File: src/rtl/uart_job_loader.sv
// Byte-stream command front-end: parses host commands, assembles a job frame for the hash core,
// and returns the found nonce. Define UART_JOB_CSUM_EN to require a trailing XOR checksum byte.
module uart_job_loader #(
    parameter int DATA_BYTES     = 64,
    parameter int STATE_BYTES    = 32,
    parameter int TARGET_BYTES   = 32,
    parameter int NONCE_BYTES    = 4,
    parameter int POS_BYTES      = 4,
    parameter int TIMEOUT_CYCLES = 100_000_000
) (
    input  logic                      clk,
    input  logic                      rstn,
    input  logic                      rx_valid,
    input  logic [7:0]                rx_data,
    output logic                      rx_ready,
    output logic                      tx_valid,
    output logic [7:0]                tx_data,
    input  logic                      tx_ready,
    output logic                      core_rst,
    output logic                      job_valid,
    output logic [8*DATA_BYTES-1:0]   job_data,
    output logic [8*STATE_BYTES-1:0]  job_state,
    output logic [8*TARGET_BYTES-1:0] job_target,
    output logic [8*NONCE_BYTES-1:0]  job_nonce,
    output logic [8*POS_BYTES-1:0]    job_pos,
    input  logic                      res_valid,
    input  logic [8*NONCE_BYTES-1:0]  res_nonce
);

    localparam int PAYLOAD_BYTES = DATA_BYTES + STATE_BYTES + TARGET_BYTES + NONCE_BYTES + POS_BYTES;
`ifdef UART_JOB_CSUM_EN
    localparam int FRAME_BYTES = PAYLOAD_BYTES + 1;
`else
    localparam int FRAME_BYTES = PAYLOAD_BYTES;
`endif
    localparam int CNT_W = $clog2(FRAME_BYTES + 1);
    localparam int TO_W  = (TIMEOUT_CYCLES > 1) ? $clog2(TIMEOUT_CYCLES + 1) : 1;
    localparam int IDX_W = $clog2(NONCE_BYTES + 2);

    localparam logic [CNT_W-1:0] LAST_BYTE = CNT_W'(FRAME_BYTES - 1);
    localparam logic [TO_W-1:0]  TO_MAX    = TO_W'(TIMEOUT_CYCLES);
    localparam logic [IDX_W-1:0] IDX_DONE  = IDX_W'(NONCE_BYTES + 1);

    localparam int OFF_STATE  = 8 * DATA_BYTES;
    localparam int OFF_TARGET = OFF_STATE + 8 * STATE_BYTES;
    localparam int OFF_NONCE  = OFF_TARGET + 8 * TARGET_BYTES;
    localparam int OFF_POS    = OFF_NONCE + 8 * NONCE_BYTES;

    localparam logic [7:0] CMD_RESET = "R";
    localparam logic [7:0] CMD_HELLO = "H";
    localparam logic [7:0] CMD_ABORT = "A";
    localparam logic [7:0] REP_OK    = "O";
    localparam logic [7:0] REP_HELLO = "1";
    localparam logic [7:0] REP_BAD   = "E";
    localparam logic [7:0] REP_START = "S";
    localparam logic [7:0] REP_FOUND = "Y";
    localparam logic [7:0] REP_ABORT = "X";
    localparam logic [7:0] REP_BUSY  = "e";
    localparam logic [7:0] REP_TOUT  = "T";
    localparam logic [7:0] REP_CSUM  = "C";

    typedef enum logic [1:0] {IDLE, RECV, HASH, SEND} state_t;

    state_t                     state_q, state_d;
    logic                       tx_valid_d, core_rst_d, job_valid_d;
    logic [7:0]                 tx_data_d;
    logic [CNT_W-1:0]           cnt_q, cnt_d;
    logic [TO_W-1:0]            to_cnt_q, to_cnt_d;
    logic [IDX_W-1:0]           idx_q, idx_d;
    logic [8*NONCE_BYTES-1:0]   nonce_q, nonce_d;
    logic [8*PAYLOAD_BYTES-1:0] frame_q;
    logic                       byte_we, csum_ok, rx_fire;
`ifdef UART_JOB_CSUM_EN
    logic [7:0]                 csum_q, csum_d;
`endif

    // Replies are never dropped: no new byte is taken while one is waiting to go out.
    assign rx_ready = !tx_valid && (state_q != SEND);
    assign rx_fire  = rx_valid && rx_ready;

    assign job_data   = frame_q[0 +: 8*DATA_BYTES];
    assign job_state  = frame_q[OFF_STATE +: 8*STATE_BYTES];
    assign job_target = frame_q[OFF_TARGET +: 8*TARGET_BYTES];
    assign job_nonce  = frame_q[OFF_NONCE +: 8*NONCE_BYTES];
    assign job_pos    = frame_q[OFF_POS +: 8*POS_BYTES];

    always_comb begin
        // NOTE: every signal gets a default first so no path leaves it unassigned (no latches).
        state_d     = state_q;
        tx_valid_d  = tx_valid && !tx_ready;
        tx_data_d   = tx_data;
        core_rst_d  = core_rst;
        job_valid_d = 1'b0;
        cnt_d       = cnt_q;
        to_cnt_d    = to_cnt_q;
        idx_d       = idx_q;
        nonce_d     = nonce_q;
        byte_we     = 1'b0;
        csum_ok     = 1'b1;
`ifdef UART_JOB_CSUM_EN
        csum_d      = csum_q;
        csum_ok     = (rx_data == csum_q);
`endif

        case (state_q)
            IDLE: begin
                if (rx_fire) begin
                    tx_valid_d = 1'b1;
                    case (rx_data)
                        CMD_RESET: tx_data_d = REP_OK;
                        CMD_HELLO: begin
                            tx_data_d  = REP_HELLO;
                            core_rst_d = 1'b0;
                            cnt_d      = '0;
                            to_cnt_d   = '0;
                            state_d    = RECV;
`ifdef UART_JOB_CSUM_EN
                            csum_d     = '0;
`endif
                        end
                        default:   tx_data_d = REP_BAD;
                    endcase
                end
            end

            RECV: begin
                if (rx_fire) begin
                    to_cnt_d = '0;
                    cnt_d    = cnt_q + CNT_W'(1);
                    byte_we  = 1'b1;
`ifdef UART_JOB_CSUM_EN
                    csum_d   = csum_q ^ rx_data;
`endif
                    if (cnt_q == LAST_BYTE) begin
                        cnt_d      = '0;
                        tx_valid_d = 1'b1;
                        if (csum_ok) begin
                            tx_data_d   = REP_START;
                            job_valid_d = 1'b1;
                            state_d     = HASH;
                        end else begin
                            tx_data_d  = REP_CSUM;
                            core_rst_d = 1'b1;
                            state_d    = IDLE;
                        end
                    end
                end else if (TIMEOUT_CYCLES != 0) begin
                    // Saturate while a reply is still draining, then fire on the first free slot.
                    if (to_cnt_q != TO_MAX) begin
                        to_cnt_d = to_cnt_q + TO_W'(1);
                    end else if (!tx_valid) begin
                        tx_valid_d = 1'b1;
                        tx_data_d  = REP_TOUT;
                        core_rst_d = 1'b1;
                        state_d    = IDLE;
                    end
                end
            end

            HASH: begin
                if (rx_fire && (rx_data == CMD_ABORT || rx_data == CMD_RESET)) begin
                    tx_valid_d = 1'b1;
                    tx_data_d  = (rx_data == CMD_ABORT) ? REP_ABORT : REP_OK;
                    core_rst_d = 1'b1;
                    state_d    = IDLE;
                end else if (res_valid) begin
                    nonce_d = res_nonce;
                    state_d = SEND;
                    if (!tx_valid_d) begin
                        tx_valid_d = 1'b1;
                        tx_data_d  = REP_FOUND;
                        idx_d      = IDX_W'(1);
                    end else begin
                        idx_d = '0;
                    end
                end else if (rx_fire) begin
                    tx_valid_d = 1'b1;
                    tx_data_d  = REP_BUSY;
                end
            end

            SEND: begin
                // idx 0 is the 'Y' marker, 1..NONCE_BYTES are nonce bytes LSB first.
                if (idx_q == IDX_DONE) begin
                    if (!tx_valid_d) begin
                        core_rst_d = 1'b1;
                        state_d    = IDLE;
                    end
                end else if (!tx_valid_d) begin
                    tx_valid_d = 1'b1;
                    tx_data_d  = (idx_q == '0) ? REP_FOUND
                                               : nonce_q[{idx_q - IDX_W'(1), 3'b000} +: 8];
                    idx_d      = idx_q + IDX_W'(1);
                end
            end

            default: state_d = IDLE;
        endcase
    end

    always_ff @(posedge clk or negedge rstn) begin
        if (!rstn) begin
            state_q   <= IDLE;
            tx_valid  <= 1'b0;
            tx_data   <= '0;
            core_rst  <= 1'b1;
            job_valid <= 1'b0;
            cnt_q     <= '0;
            to_cnt_q  <= '0;
            idx_q     <= '0;
            nonce_q   <= '0;
            // NOTE: the frame store is reset because job fields must read 0 after reset.
            frame_q   <= '0;
`ifdef UART_JOB_CSUM_EN
            csum_q    <= '0;
`endif
        end else begin
            state_q   <= state_d;
            tx_valid  <= tx_valid_d;
            tx_data   <= tx_data_d;
            core_rst  <= core_rst_d;
            job_valid <= job_valid_d;
            cnt_q     <= cnt_d;
            to_cnt_q  <= to_cnt_d;
            idx_q     <= idx_d;
            nonce_q   <= nonce_d;
`ifdef UART_JOB_CSUM_EN
            csum_q    <= csum_d;
`endif
            // The checksum byte index matches no payload slot, so it is never stored.
            for (int i = 0; i < PAYLOAD_BYTES; i++) begin
                if (byte_we && cnt_q == CNT_W'(i)) frame_q[8*i +: 8] <= rx_data;
            end
        end
    end

endmodule

File: config.mk
export PLATFORM = sky130hd
export DESIGN_NAME = uart_job_loader
export DESIGN_NICKNAME = d
export VERILOG_FILES = /design/src/rtl/uart_job_loader.sv
export SDC_FILE = /design/constraint.sdc
export NUM_CORES = 1
export LEC_CHECK = 0
export CAP_MARGIN = 25
export CORE_AREA = 2 2 444 446
export DETAILED_ROUTE_END_ITERATION = 8
export DIE_AREA = 0 0 446 448
export HOLD_SLACK_MARGIN = 0.1
export SYNTH_ARGS = -nofsm -noshare
export SYNTH_HDL_FRONTEND = slang
export SYNTH_SLANG_ARGS = --single-unit
File: constraint.sdc
create_clock -name clk -period 3.65 [get_ports clk]
set_input_delay 0.73 -clock clk [delete_from_list [all_inputs] [get_ports clk]]
set_output_delay 0.73 -clock clk [all_outputs]
set_load 0.02 [all_outputs]
* Word level (Yosys, flattened, before mapping)
Cells that the tools add are included.
** Word-level totals
- Output and inout bits :: 1100
- Register bits after elaboration :: 1171
- Input bits :: 45
- Logic and storage cells :: 534
** Cells by class
- Multiplexer cells :: 65
- Bitwise logic cells :: 1
- Reduce and logical (&&, ||, !) cells :: 155
- Add/subtract/negate cells :: 4
- Shift-type cells :: 1
- Eq/ne operators :: 163
** Operator list (number)
- $eq 8x7->1 const B :: 67
- $eq 8x6->1 const B :: 32
- $logic_and 1x1->1 :: 140
- $eq 8x5->1 const B :: 16
- $mux 8 :: 16
- $mux 27 :: 4
- $eq 8x4->1 const B :: 8
- $eq 8x8->1 const B :: 8
- $pmux 27 s2 :: 1
- $eq 8x3->1 const B :: 4
- $pmux 8 s4 :: 1
- $shiftx 32x7->8 :: 1
- $add 27x1->27 const B :: 1
- $ne 27x27->1 const B :: 1
- $ne 2x2->1 const B :: 12
- $reduce_and 8->1 :: 3
- $mux 1 :: 22
- $mux 2 :: 10
- $eq 8x2->1 const B :: 2
- $pmux 8 s2 :: 1
- $ne 3x3->1 const B :: 5
- $pmux 7 s2 :: 1
- $mux 3 :: 4
- $add 8x1->8 const B :: 1
- other kinds (22) :: 28

* Depth between registers and ports, before layout
Gate-level depths: netlist (run 1).
- Depth after elaboration :: 7
- Mapped depth :: 9
- Depth with buffers taken out :: 8

* Worst setup path before layout (run 1)
No wires, ideal clock.
- Path kind :: register to register
- Start point :: register idx_q[0]
- End point :: register tx_data[6]
- Setup slack :: 1.043 ns
- Data arrival time :: 2.480 ns
- Setup time :: 0.127 ns
- Period minus slack after synthesis :: 2.607 ns
- Cell stages (with the launch flop) :: 9
- Buffers on the path :: 2
- Data required time :: 3.523 ns
- Cell sequence :: dfrtp_1 buf_2 inv_1 ha_1 clkbuf_1 mux4_2 a2111oi_0 nor3_1 mux2_1
** On the way
- Word-level cells in the longest chain between the ends :: 6
- Elaborated cells on any way between the ends :: 10
- Those cells by class :: add/sub: 1; eq/ne: 2; shift: 1; mux: 4; reduce/logical: 2
** Ends and longest elaborated chain
- start: declaration :: line 69 : logic [IDX_W-1:0] idx_q, idx_d;
- start signal: assignment :: line 225 : idx_q <= idx_d;
- $sub 3x1->3 :: line 192 : : nonce_q[{idx_q - IDX_W'(1), 3'b000} +: 8];
- $shiftx 32x7->8 :: line 192
- $mux 8 :: line 191 : tx_data_d = (idx_q == '0) ? REP_FOUND
- $mux 8 :: line 189 : end else if (!tx_valid_d) begin
- $mux 8 :: line 184 : if (idx_q == IDX_DONE) begin
- $pmux 8 s4 :: line 105 : case (state_q)
- end signal: assignment :: line 220 : tx_data <= tx_data_d;
- end: declaration :: line 17 : output logic [7:0] tx_data,
Parallel ways exist; a longest one is shown, timed or not. The select of a mux whose other input is x is not followed.
A chain may end at the register's enable or synchronous reset.

* Worst setup path in the final report (run 1)
- Start point :: register state_q[1]
- End point :: output port rx_ready
** On the way
- Word-level cells in the longest chain between the ends :: 2
** Ends and longest elaborated chain
- start: declaration :: line 64 : state_t state_q, state_d;
- start signal: assignment :: line 218 : state_q <= state_d;
- $ne 2x2->1 :: line 78 : assign rx_ready = !tx_valid && (state_q != SEND);
- $logic_and 1x1->1 :: line 78
- end: declaration :: line 15 : output logic rx_ready,
Every way passes these cells.

==> results, run 1 <==
- The worst register-to-register path has a depth of 6.
- In this run the static leakage power is just over 30 nW.
- The largest area contributor in the synthesized netlist is sky130_fd_sc_hd__dfrtp_1.
- The tool flagged a number of max-cap violations equal to 0.
- In this run the vertical extent of the chip is 448 um.
- The clock tree buffer depth is 3.
- The row count is between 150 and 200.
- The portion of the clock cycle consumed by the worst path in the final layout is around nine tenths.
- The required time at the worst-slack endpoint is 2920 ps.
- The die covers 200000 um2.
- The largest fanout of any net on the critical path is 14.
- The area of the multi-input gates is 15700 um2.
- Once the floorplan was initialized, standard cells occupied 23.5% of the core.
- The flow ran to the end, and the final reports show no timing, DRC or antenna violations.
- After detailed routing, the number of remaining DRC violations is 0.
- The setup TNS is 0 ps.
- For this run the aggregate overflow at the end of global routing stands at 0.
- In the final layout, the share of cells above drive strength 1 is between 30% and 40%.
- The post-synth design cell area is about 46000 um2.
- The clock latency reported for the late side of the worst-skew pair is ~790 ps.
- The total chip power is between 30 and 40 mW.
- The average via count per standard cell is around 4.4.
- Yosys instantiated no cell more often than sky130_fd_sc_hd__dfrtp_1.
- The switching part of the total power is between 20% and 30%.
- The first TritonRoute pass finished after 5 iterations.
- In the final layout, flip-flops and latches occupy slightly below 30000 um2.
- The portion of total power attributed to combinational logic is 10.7%.
- In this run the critical register-to-register path is captured at frame_q[406].
- By area the synthesized netlist is led by sky130_fd_sc_hd__dfrtp_1, sky130_fd_sc_hd__mux2_2, sky130_fd_sc_hd__clkbuf_1, sky130_fd_sc_hd__nand2_1, sky130_fd_sc_hd__nor2_2.
- The maximum resistive drop on vdd is 374 uV.
- The detailed placement HPWL is between 100 and 150 mm.
- The post-synthesis cell count is 2960.
- The maximum clock frequency is slightly above 300 MHz.
- The transition time at the pin with the least slew margin is 1080 ps.
- The number of hold violations in the final report is 0.
- Entering global routing, the biggest net connects 105 pins.
- The share of the Yosys chip area taken by registers is between 60% and 70%.
- The floorplan step defined a core boundary enclosing about 200000 um2.
- The power per standard cell area is between 400 and 500 nW/um2.
- In this run the mean area of a mapped cell was between 15 and 20 um2.
- The arrival time at the worst endpoint is approximately 2500 ps.
- By count the netlist is led by sky130_fd_sc_hd__dfrtp_1, sky130_fd_sc_hd__mux2_2, sky130_fd_sc_hd__clkbuf_1.
- The internal power of the cells totals approximately 23 mW.
- The clock network power share is about 45%.
- Buffers inserted during clock tree synthesis total about 140.
- Setup repair after global routing left no endpoint under its margin.
- Clock-pin slew was measured on the worst setup and hold paths at roughly 50 ps.
- The die is about 450 um wide.
- The critical path ends at rx_ready.
- The routed design has 174 mm of wire.
- The core utilization of the finished layout is between 30% and 40%.
- STA classifies the critical path endpoint as an output port.
- Headroom to the max-slew limit came out at around 28%.
- The net count reported at finish is around 4200.
- The via count of the first global-routing pass was around 31000.
- After detailed routing, the average wire length per cell comes to roughly 25 um.
- The post-route antenna net violation count is 0.
- The number of antenna violations at the first check in global routing is 7.
- The number of nets produced by synthesis is between 3000 and 4000.
- After filler insertion, the fill cell instance count of the layout stands at 19100.
- Setup slack on the worst reg-to-reg path comes out at between 600 and 700 ps.
- In this run the clock root is driven by a sky130_fd_sc_hd__clkbuf_16.
- The launch point of the critical path is state_q[1].
- The H-tree generated during clock tree synthesis spans 4 levels.
- Buffers placed on the I/O ports in this run total 1144.
- The final hold slack is just under 300 ps.
- The synthesized design devotes to its leading area cell type ~64% of total area.
- The portion of total power attributed to sequential cells is about 44%.
- The worst clock skew is 24.0 ps.
- The clock sink count is 1171.
- The prevailing post-synth register cell is sky130_fd_sc_hd__dfrtp_1.
- The post-cts repair resize count is 0.
- The final count of pins violating max slew was 0.
- The initial DRC count is about 1500.
- The number of enable flip-flop cells after synthesis is 0.
- The flip-flop and latch count after synthesis is 1171.
- Summed over all nets, the switching power comes to about 8 mW.
- The startpoint type of the worst setup path is a flop.
- The worst flop-to-flop path startpoint is tx_valid.
- Setup violations remaining at the end of the flow were counted as 0.
- The type of the tightest min-delay check is in2reg.
- The routed layout has around 30000 vias.
- By startpoint and endpoint, the worst setup path is classified as reg2out.
- Counting flops with an async set or reset pin after synthesis yields a share of between 90% and 100%.
- The count of boundary I/O pins is around 1100.
- Yosys printed 0 warnings.
- The first global-routing pass estimated 243 mm of wire.
- The number of different library cells used by synthesis comes to 64.
- The signed area change from the synthesized netlist to the final layout is 43.5%.
- The clock tree from TritonCTS is built.
- The minimum clock period after layout is 3250 ps.
- Routability-driven placement finished with a final weighted congestion of around 0.8.
- Global routing used roughly 17% of the available tracks.
## kinds of logic after synthesis
logic type | Yosys count | synth area share (%)
xor gates and xnor gates | 16 | 0.307
DFF | 1171 | 64.2
muxes | 1138 | 28.2
adders and majority gates | 10 | 0.274
AOI/OAI and AO/OA | 88 | 1.20
and+or+nand+nor | 354 | 4.18
buffers and inverters | 183 | 1.63
## worst min path at each step
stage                             from      endpoint  depth (start not counted)
after CTS                   rx_data[1]  frame_q[785]                          2
after global placement    frame_q[837]  frame_q[837]                          1
after floorplan                   rstn      cnt_q[0]                          0
final                       rx_data[1]  frame_q[785]                          2
after detailed placement    tx_data[3]    tx_data[3]                          1
after global routing        rx_data[1]  frame_q[785]                          2
## power by group through the flow
stage | combinational (mW) | sequential, mW | clock (mW)
6_report | 3.34 | 13.8 | 14.1
5_1_grt | 3.60 | 13.8 | 15.0
4_1_cts | 3.41 | 13.8 | 14.5
3_5_place_dp | 3.40 | 14.0 | 0
3_3_place_gp | 3.37 | 14.0 | 0
2_1_floorplan | 1.57 | 14.2 | 0
## what timing repair did
item / CTS / global route
hold buffers: 1 / 0
endpoints found under the hold margin: 36 / 0
setup endpoints to repair: 0 / 0
buffers inserted: 0 / 0
## through the flow
| step | instance area [um2] | cells | setup slack (ps) |
|---|---|---|---|
| finish | 65500 | 6852 | 396 |
| global route | 65500 | 6848 | 304 |
| CTS | 65500 | 6843 | 311 |
| detailed placement | 60800 | 6597 | -219 |
| global placement | 60800 | 6596 | -98.9 |
| floorplan | 45700 | 2960 | 1040 |
## sequential cells by signal, indices dropped and copies added, names as in the netlist
register,flops
cnt_q,8
job_valid,1
core_rst,1
tx_data,8
idx_q,3
state_q,2
nonce_q,32
frame_q,1088
tx_valid,1
to_cnt_q,27
## final cells by class
type                       count  area share [%]
antenna                        9          0.0344
multi-input combinational   1606            23.9
timing repair buffer        1262            19.2
sequential                  1171            44.7
inverter                      17          0.0974
clock inverter                46           0.879
tap                         2542            4.86
clock buffer                 199            6.27
## metal layers
layer  wire (um)  GRT usage, %
met5           0             0
met4        6910          6.87
met3       10900          4.60
met2       90800          30.2
met1       65600          19.0
## worst max-delay path: stages, from the launching register on
cell	delay, ps
sky130_fd_sc_hd__dfrtp_1	650
sky130_fd_sc_hd__and2_1	410
sky130_fd_sc_hd__nor2_1	70
sky130_fd_sc_hd__clkdlybuf4s50_1	620
## layout by cell type, fill, tap and decap left out, drive strengths merged, types with 10 or more instances in the layout
cell type / Yosys / layout
nor3: 21 / 21
o31ai: 13 / 13
nand2: 135 / 135
xnor2: 16 / 16
nand3: 25 / 25
dfrtp: 1170 / 1170
clkinv: 0 / 25
nor2: 95 / 95
a21oi: 23 / 23
clkbuf: 131 / 199
and2: 15 / 15
inv: 17 / 29
buf: 35 / 126
clkdlybuf4s50: 0 / 1135
ha: 10 / 10
mux2: 1127 / 1127
o21ai: 26 / 26
Power figures use the tool's default switching activity.
==> run 2: changes to the inputs <==
--- a/config.mk
+++ b/config.mk
@@ -9,6 +9,7 @@
 export CORE_AREA = 2 2 444 446
 export DETAILED_ROUTE_END_ITERATION = 8
 export DIE_AREA = 0 0 446 448
+export GPL_TIMING_DRIVEN = 0
 export HOLD_SLACK_MARGIN = 0.1
 export SYNTH_ARGS = -nofsm -noshare
 export SYNTH_HDL_FRONTEND = slang
==> results, run 2 (synthesis results as in run 1) <==
- The flow ran to the end, and the final reports show no timing, DRC or antenna violations.
- The hold buffer count at CTS is 1 (unchanged).
- The number of buffers created by CTS was 134 (-1.5%).
- The startpoint type of the worst setup path is a flop.
- The total vias in the final route is 30600 (+2.1%).
- The sum of met2 wire segment lengths after detailed routing is 96.0 mm (+5.7%).
- CTS placed an instance of sky130_fd_sc_hd__clkbuf_16 at the clock tree root.
- The detailed placement HPWL is 141 mm (+13%).
- The commonest non-fill, non-tap cell in the layout is sky130_fd_sc_hd__dfrtp_1.
- The tightest min-delay check is of the reg2reg type.
- The number of input and output port buffers inserted is 1143 (-0.087%).
- The clock latency reported for the late side of the worst-skew pair is 810 ps (+20 ps).
- The initial standard-cell utilization of the core is 23.5% (unchanged).
- The signed area change from the synthesized netlist to the final layout is 43.4% (about the same).
- The final count of pins violating max slew was 0 (unchanged).
- The required time at the worst-slack endpoint was 4300 ps (+1380 ps).
- The total length of routed wires is 188 mm (+8.2%).
- The worst setup slack for register-to-register paths was 190 ps (-450 ps).
- The row count is 162 (unchanged).
- The worst clock skew was 46.8 ps (+22.8 ps).
- The final estimated routing congestion in global placement is 0.821 (+2.2%).
- The count of non-filler cells in the finished layout is 6921 (+1.0%).
- The arrival time at the worst endpoint was 4100 ps (+1580 ps).
- The maximum resistive drop on vdd is 352 uV (-5.9%).
- The maximum level of the CTS H-tree is 4 (unchanged).
- The final hold slack is 489 ps (+192 ps).
- The worst setup path is of the reg2reg kind.
- The area of the die is 200000 um2 (unchanged).
- The clock tree buffer depth is 3 (unchanged).
- The post-detailed-route wirelength per cell is 27.2 um (+7.1%).
- The worst max-slew margin expressed relative to the limit is 28.7% (+0.43 points).
- The wire length of the first global-routing pass was 256 mm (+5.3%).
- The maximum clock frequency is 289 MHz (-5.8%).
- The largest registers in the layout are frame_q (1088), nonce_q (32), to_cnt_q (27).
- The total met3 wirelength after detailed routing is 12.2 mm (+12%).
- The clock sink count is 1171 (unchanged).
- The number of setup violations in the final report is 0 (unchanged).
- Setup repair after global routing left no endpoint under its margin.
- The core region area is 195000 um2 (unchanged).
- The number of detailed-route iterations in the first pass came to 5 (unchanged).
- The routed length on met1 is 70.4 mm (+7.4%).
- The total routing resource utilization after global routing is 18.3% (+1.4 points).
- The transition time at the pin with the least slew margin is 1070 ps (-6.43 ps).
- The register with the most flip-flops is frame_q.
- In the layout the commonest cells are sky130_fd_sc_hd__dfrtp_1, sky130_fd_sc_hd__clkdlybuf4s50_1, sky130_fd_sc_hd__mux2_2.
- The initial DRC count was 1676 (+12%).
- The post-route antenna net violation count is 0 (unchanged).
- The setup TNS is 0 ps (unchanged).
- The largest fanout of any net on the critical path is 10 (-4).
- The net count reported at finish is 4324 (+1.8%).
- The number of flip-flops in the largest register is 1088 (unchanged).
- The fraction of layout instances using a drive strength above 1 was 34.2% (-2.4 points).
- The leakage dissipation is 30.2 nW (-0.66%).
- The number of antenna violations at the first check in global routing came to 23 (+16).
- The die span in y is 448 um (unchanged).
- The DRC violation count after routing is 0 (unchanged).
- The clock input transition at the sequential cells of the worst setup and hold paths was 60 ps (about the same).
- STA classifies the critical path endpoint as a flop.
- The via count of the first global-routing pass is 31400 (+0.21%).
- The count of boundary I/O pins is 1145 (unchanged).
- The post-cts repair resize count is 0 (unchanged).
- The maximum number of pins on one net before global-route repair is 169 (+61%).
- The placement-stage worst setup slack is -670 ps (-451 ps).
- The count of buffers added by post-CTS timing repair for setup is 0 (unchanged).
- The width of the chip was 446 um (unchanged).
- The power per standard cell area is 475 nW/um2 (-0.50%).
- The highest metal layer carrying signal wires in the routed design is met5.
- The number of hold violations in the final report is 0 (unchanged).
- The portion of the clock cycle consumed by the worst path in the final layout is 94.7% (+5.5 points).
- The residual overflow from global routing came to 0 (unchanged).
- The number of max-cap violations is 0 (unchanged).
- The number of placed instances with taps included is 6672 (+1.1%).
- TritonCTS built the clock tree.
- The final worst setup slack came to 194 ps (-202 ps).
- The average via count per standard cell is 4.42 (+1.1%).
- The minimum clock period after layout was 3460 ps (+202 ps).
run 2: cell count changes in the layout (fill, tap and decap cells not counted), sizes merged:
| cell | delta |
|---|---|
| buf | -61 |
| clkbuf | +120 |
| clkdlybuf4s50 | +7 |
| clkinv | +6 |
| diode | +3 |
| inv | -6 |
run 2: path summary, 6_finish.rpt:
path	startpoint	to	cells past startpoint
max reg2reg	tx_valid	frame_q[1043]	8
min reg2reg	tx_data[6]	tx_data[6]	1
max	tx_valid	frame_q[1043]	8
min in group asynchronous	rstn	frame_q[395]	2
max in group asynchronous	rstn	to_cnt_q[10]	5
min	tx_data[6]	tx_data[6]	1
run 2: final cells by class:
cell class | count | area, um2
fill | 19100 | 129000
sequential | 1171 | 29300
multi-input combinational | 1606 | 15600
timing repair buffer | 1173 | 12000
clock buffer | 188 | 3850
tap | 2542 | 3180
clock inverter | 46 | 711
buffer | 166 | 689
inverter | 17 | 63.8
antenna | 12 | 30.0
run 2: per-stage QoR:
step	total power [mW]	instance area, um2	utilization [%]
3_3_place_gp	17.4	60300	31.0
3_5_place_dp	17.5	60900	31.3
4_1_cts	31.5	65400	33.6
6_report	31.1	65500	33.7
5_1_grt	32.3	65500	33.6
2_1_floorplan	15.7	45700	-
run 2: metal layers:
| metal | vias up | track usage [%] |
|---|---|---|
| met1 | 16100 | 20.3 |
| li1 | 13100 | - |
| met5 | - | 0 |
| met2 | 1012 | 32.1 |
| met3 | 308 | 5.03 |
| met4 | 10 | 8.98 |
run 2: worst max-delay path, cell delays in order (launching register included):
cell and delay, ps:
sky130_fd_sc_hd__dfrtp_1 400, sky130_fd_sc_hd__buf_2 190, sky130_fd_sc_hd__nor2b_1 290, sky130_fd_sc_hd__nand2_1 300, sky130_fd_sc_hd__nor3_2 260, sky130_fd_sc_hd__and2_1 150
sky130_fd_sc_hd__buf_2 650, sky130_fd_sc_hd__nand2_1 610, sky130_fd_sc_hd__mux2_2 440
run 2: where the power goes:
part | internal, mW | switching [mW]
registers | 13.5 | 0.281
clock network | 7.97 | 5.86
logic | 1.37 | 2.15
total | 22.8 | 8.29
